[src/rtl/sum_xfifo.sv]
// sum_xfifo: inter-core partial-sum exchange FIFO with 1-cycle registered read.
// Define SUM_XFIFO_ERR_EN to implement the sticky ovf/udf error flags.
module sum_xfifo #(
    parameter int bw      = 8,
    parameter int bw_psum = 2*bw+4,
    parameter int depth   = 8,
    parameter int addr_w  = 3
) (
    input  logic                clk,
    input  logic                reset,
    input  logic [bw_psum+3:0]  wr_data,
    input  logic                wr_vld,
    input  logic                rd,
    output logic [bw_psum+3:0]  rd_data,
    output logic                rd_vld,
    output logic                full,
    output logic                almost_full,
    output logic                empty,
    output logic [addr_w:0]     count,
    output logic                ovf,
    output logic                udf
);
    logic [bw_psum+3:0] mem [depth];
    logic [addr_w-1:0]  wp, rp;
    logic               push, pop;

    assign full        = count == (addr_w+1)'(depth);
    assign almost_full = count >= (addr_w+1)'(depth-1);
    assign empty       = count == '0;
    assign pop         = rd && !empty;
    // at full, wp == rp: the pop reads the old word before the push overwrites it
    assign push        = wr_vld && (!full || pop);

    always_ff @(posedge clk)
        if (push) mem[wp] <= wr_data;

    always_ff @(posedge clk or posedge reset)
        if (reset) begin
            wp      <= '0;
            rp      <= '0;
            count   <= '0;
            rd_data <= '0;
            rd_vld  <= 1'b0;
        end else begin
            rd_vld <= pop;
            if (pop) begin
                rd_data <= mem[rp];
                rp      <= rp + addr_w'(1);
            end
            if (push) wp <= wp + addr_w'(1);
            count <= count + (addr_w+1)'(push) - (addr_w+1)'(pop);
        end

`ifdef SUM_XFIFO_ERR_EN
    always_ff @(posedge clk or posedge reset)
        if (reset) begin
            ovf <= 1'b0;
            udf <= 1'b0;
        end else begin
            if (wr_vld && !push) ovf <= 1'b1;
            if (rd && empty) udf <= 1'b1;
        end
`else
    assign ovf = 1'b0;
    assign udf = 1'b0;
`endif
endmodule

[config.mk]
export PLATFORM = sky130hd
export DESIGN_NAME = sum_xfifo
export DESIGN_NICKNAME = d
export VERILOG_FILES = /design/src/rtl/sum_xfifo.sv
export SDC_FILE = /design/constraint.sdc
export NUM_CORES = 1
export LEC_CHECK = 0
export BUFFER_PORTS_ARGS = -buffer_cell sky130_fd_sc_hd__buf_2
export CAP_MARGIN = 20
export CORE_UTILIZATION = 35
export CTS_BUF_LIST = sky130_fd_sc_hd__clkbuf_4 sky130_fd_sc_hd__clkbuf_8
export CTS_CLUSTER_DIAMETER = 80
export DETAILED_ROUTE_END_ITERATION = 10
export SYNTH_ARGS = -nofsm -noshare
export SYNTH_HDL_FRONTEND = slang
export SYNTH_SLANG_ARGS = --single-unit
[constraint.sdc]
create_clock -name clk -period 3.8 [get_ports clk]
set_input_delay 0.38 -clock clk [delete_from_list [all_inputs] [get_ports clk]]
set_output_delay 0.38 -clock clk [all_outputs]
set_load 0.01 [all_outputs]
== Yosys cells after proc, flatten, opt, wreduce, memory -nomap -nowiden ==
Memories as Yosys holds them, arrays and structs flattened. A register that Yosys moved wholly into a read port is not among the register bits.
Cells that the tools add are included.

* $add $sub $neg: 4
* $lt $le $gt $ge: 1
* Equality and inequality tests: 1
* Multiplexer cells: 2
* Reduce and logical (&&, ||, !) cells: 6

{| class="wikitable"
|+ Operators with widths
! kind !! count
|-
| 3-bit by 1-bit adder with 3-bit output (second input constant) || 2
|-
| 4-bit by 1-bit adder with 4-bit output || 1
|-
| 4-bit equality test (second input constant) || 1
|-
| 4-bit by 3-bit >= comparator with 1-bit output (second input constant) || 1
|-
| 4-bit logical NOT || 1
|-
| 4-bit by 1-bit subtractor with 4-bit output || 1
|-
| 1-bit logical AND || 2
|-
| 1-bit logical NOT || 2
|-
| 1-bit 2-to-1 mux || 2
|-
| 1-bit logical OR || 1
|}

* Register bits: 11
* Bits in writable memories: 192
* Input port bits: 28
* Output and inout port bits: 34
* Word-level logic and storage cells: 19
* Memories: 1

{| class="wikitable"
|+ Memories
! memory !! depth !! width !! read ports !! clocked after Yosys merged registers in !! write ports !! line !! text
|-
| mem || 8 || 24 || 1 || 1 || 1 || 23 || <nowiki>logic [bw_psum+3:0] mem [depth];</nowiki>
|}

== Logic depth before layout (Yosys ltp) ==
* Word-level depth: 7
* Mapped depth: 10

== Least setup slack after synthesis ==
Ideal clock, no wire load.

* Path kind: flip-flop to flip-flop
* Start point: reg count[2]
* End point: mem mem[0][0] in the netlist's numbering, enable pin
* Library setup time: 0.435 ns
* Data arrival time: 2.791 ns
* Required time: 3.365 ns
* Setup slack: 0.574 ns
* Stages on the path, launching flop included: 6
* Buffers on the path: 0
* Cell sequence: dfrtp_1 inv_1 ha_1 nor2b_1 o211ai_2 nor3_1

* Word-level cells in the longest chain between the ends: 7
* Elaborated cells on any way between the ends: 9

{| class="wikitable"
|+ RTL lines
! element !! line !! text
|-
| from (decl) || 19 || <nowiki>output logic [addr_w:0] count,</nowiki>
|-
| from (signal assigned) || 51 || <nowiki>count <= count + (addr_w+1)'(push) - (addr_w+1)'(pop);</nowiki>
|-
| 4-bit logical NOT || 29 || <nowiki>assign empty = count == '0;</nowiki>
|-
| 1-bit logical NOT || 30 || <nowiki>assign pop = rd && !empty;</nowiki>
|-
| 1-bit logical AND || 30 ||
|-
| 1-bit logical OR * || 32 || <nowiki>assign push = wr_vld && (!full || pop);</nowiki>
|-
| 1-bit logical AND * || 32 ||
|-
| 1-bit 2-to-1 mux * || 35 || <nowiki>if (push) mem[wp] <= wr_data;</nowiki>
|-
| 1-bit 2-to-1 mux (not written as such) * || 35 ||
|-
| to (decl) || 23 ||
|}

Mark *: on every way between the ends. The rest lies on a longest branch, timed or not.

== Final worst setup path ==
* Start point: reg count[2]
* End point: reg rp[0]

* Word-level cells in the longest chain between the ends: 3

{| class="wikitable"
|+ RTL lines
! element !! line !! text
|-
| 4-bit logical NOT || 29 ||
|-
| 1-bit logical NOT || 30 ||
|-
| 1-bit logical AND || 30 ||
|-
| to (signal assigned) || 48 || <nowiki>rp <= rp + addr_w'(1);</nowiki>
|-
| to (decl) || 24 || <nowiki>logic [addr_w-1:0] wp, rp;</nowiki>
|}

Every way passes these cells.
A chain may end at the register's enable or synchronous reset.

==> results.sh <==
export IMPL_final_hold_violation_count=0
export IMPL_yosys_warnings=0
export IMPL_clkTransAtPathRegs_ns=0.06
export IMPL_cts_resized=0
export IMPL_cts_sinks=227
export IMPL_core_mm2=0.02533
export IMPL_gp_congestion=0.7739
export IMPL_netlist_area_mm2=0.009072
export IMPL_post_route_period_util_pct=65.87
export IMPL_yosysSeqAreaShare_pct=73.20
export IMPL_hold_slack_ns=0.1337
export IMPL_outcome="finished clean"
export IMPL_grt_setup_unrepaired="false"
export IMPL_vias=4800
export IMPL_wl_per_cell_um=20.58
export IMPL_clock_path_buffers=3
export IMPL_worst_slew_pin_slew_ns=0.9396
export IMPL_nets=635
export IMPL_fin_tns_setup_ns=0
export IMPL_drtIter0Drc=314
export IMPL_cp_arrival_ns=2.87
export IMPL_ir_worst_vdd_uv=327.6
export IMPL_grt_max_degree=53
export IMPL_synth_area_per_cell_um2=17.75
export IMPL_cp_startpoint="count[2]$_DFF_PP0_"
export IMPL_synth_edf_count=192
export IMPL_finalWirelength_mm=19.72
export IMPL_numCtsBuffers=39
export IMPL_r2r_cells=7
export IMPL_criticalPathCategory="register to register"
export IMPL_slew_headroom_pct=37.36
export IMPL_start_util_pct=35.82
export IMPL_place_area_mm2=0.009757
export IMPL_finalClockSkew_ns=0.01674
export IMPL_critPathMaxFanout=29
export IMPL_ys_ff_latch=227
export IMPL_p_leak_nw=3.852
export IMPL_drc=0
export IMPL_grt_overflow=0
export IMPL_grt_pass1_wl_mm=30.16
export IMPL_drv_slew=0
export IMPL_die_w_um=163
export IMPL_syn_to_final_growth_pct=16.56
export IMPL_maxCapViolations=0
export IMPL_grtUsageTotal_pct=15.46
export IMPL_worstPathRequired_ns=4.17
export IMPL_dieArea_mm2=0.02657
export IMPL_num_fill_cells=2254
export IMPL_vias_per_cell=5.010
export IMPL_cp_start_kind="register"
export IMPL_grtUsageMet1_pct=20.33
export IMPL_hp_class="primary input to register"
export IMPL_cts_tree="done"
export IMPL_critPathCapture="rp[0]$_DFFE_PP0N_"
export IMPL_h_tree_depth=2
export IMPL_power_mw=8.153
export IMPL_r2r_slack_ns=1.30
export IMPL_instances_no_fill=958
export IMPL_clockRootBuffer="clkbuf_8"
export IMPL_end_kind="register"
export IMPL_dp_hpwl_mm=11.32
export IMPL_dp_slack_ns=1.326
export IMPL_yosysUniqueCellTypes=39
export IMPL_cts_setup_buffers=0
export IMPL_ios=62
export IMPL_setup_viol=0
export IMPL_die_h_um=163
export IMPL_port_buffers=59
export IMPL_final_util_pct=41.75
export IMPL_fmax_mhz=399.5
export IMPL_clkLatencyLatePin_ns=0.51
export IMPL_synthFlopType="edfxtp_1"
export IMPL_firstDrtPassIters=4
export IMPL_reg2reg_from="count[2]$_DFF_PP0_"
export IMPL_place_inst=886
export IMPL_met3_usage_pct=3.412
export IMPL_grt_pass1_vias=5121
export IMPL_grtUsageMet2_pct=25.18
export IMPL_synth_async_sr_flop_share_pct=15.42
export IMPL_syn_inst=511
export IMPL_setup_ws_ns=1.297
export IMPL_antenna_found_initial=2
export IMPL_final_layout_size_suffix_gt1_share_pct=35.89
export IMPL_fin_crit_ns=2.503
export IMPL_top_usage_layer="met2"
export IMPL_worst_r2r_endpoint="rp[0]$_DFFE_PP0N_"
export IMPL_ant_nets=0
export IMPL_powerDensity_mw_per_mm2=770.9
export IMPL_stdcell_area_mm2=0.01058
export IMPL_std_cell_rows=58
-- placed cells by master, fill, tap and decap left out, types with 9 or more instances in the layout --
cell type / count
clkbuf_8: 45
o21ai_0: 16
edfxtp_1: 192
buf_2: 59
inv_1: 9
a22o_1: 24
buf_4: 16
dfrtp_1: 34
mux2i_1: 48
o31ai_2: 23
mux2_2: 44
o22ai_1: 24
clkbuf_4: 17
-- sequential cells by signal, summed over array words and instances (netlist names) --
signal	flops
rp	3
mem	192
rd_data	24
wp	3
rd_vld	1
count	4
-- final cells by class --
type,count,area (um2),share of cell area (%)
Clock buffer,62,747.0,7.063
Multi-Input combinational cell,242,2222,21.01
Timing Repair Buffer,77,445.4,4.212
Tap cell,330,412.9,3.904
Sequential cell,227,6645,62.84
Antenna cell,1,2.502,0.02366
Inverter,11,41.29,0.3904
Clock inverter,8,58.81,0.5561
-- cells by family after synthesis --
group,after synthesis,synth area share (%)
DFF,227,73.20
muxes,98,11.50
AOI/OAI and AO/OA,103,9.226
and+or+nand+nor,24,1.365
buffers and inverters,43,2.758
adders and majority gates,9,1.324
xor gates and xnor gates,6,0.5792
other,1,0.04133
-- report_power, final --
group,leakage (nW),internal (mW),switching [mW]
Sequential,2.16,3.23,0.358
Combinational,1.26,1.04,1.32
Clock,0.432,1.31,0.905
Total,3.85,5.57,2.58
-- repair_timing --
item / CTS / global route
hold buffers: 1 / 0
setup endpoints to repair: 0 / 0
hold endpoints to repair: 18 / 0
-- cells in the mapped netlist (2+ instances only) --
cell / n / area, um2
mux2_2: 44 / 495.5
o211ai_2: 2 / 25.02
nor2b_1: 2 / 12.51
xnor2_1: 5 / 43.79
o21ai_1: 8 / 40.04
mux2_1: 6 / 67.56
mux2i_1: 48 / 480.5
o21ai_0: 16 / 80.08
ha_1: 8 / 100.1
buf_4: 8 / 60.06
nand2b_1: 4 / 25.02
o211ai_1: 2 / 15.01
nor3_1: 2 / 10.01
nand2_1: 4 / 15.01
o22ai_1: 24 / 150.1
a22o_1: 24 / 210.2
nor2_1: 7 / 26.28
buf_2: 10 / 50.05
buf_8: 2 / 30.03
dfrtp_1: 35 / 875.8
inv_1: 10 / 37.54
o31ai_2: 23 / 287.8
clkbuf_1: 10 / 37.54
edfxtp_1: 192 / 5766
-- how the worst min path moves through the flow --
| stage | startpoint | cells after the start | to | slack (ns) |
|---|---|---|---|---|
| 2_1_floorplan | wr_data[0] | 0 | mem[0][0]$_DFFE_PP_ | 0.48 |
| 3_3_place_gp | rd_data[17]$_DFFE_PP0N_ | 2 | rd_data[17]$_DFFE_PP0N_ | 0.49 |
| 3_5_place_dp | rd_data[11]$_DFFE_PP0N_ | 2 | rd_data[11]$_DFFE_PP0N_ | 0.51 |
| 4_1_cts | wr_data[23] | 1 | mem[0][23]$_DFFE_PP_ | 0.1 |
| 5_1_grt | wr_data[23] | 1 | mem[0][23]$_DFFE_PP_ | 0.11 |
| 6_report | wr_data[3] | 1 | mem[0][3]$_DFFE_PP_ | 0.13 |
-- worst max-delay path, cell delays in order (launching register included) --
cell	delay, ns
dfrtp_1	0.40
inv_1	0.13
ha_1	0.19
nor3b_2	0.16
buf_4	0.37
nand2b_2	0.61
buf_4	0.38
xnor2_1	0.10
-- routing by layer --
layer  wire (um)  up-vias
met5          13        -
met4         381        2
met3         945       36
met2        9641      117
met1        8737     2460
li1            -     2185
Power figures use the tool's default switching activity.
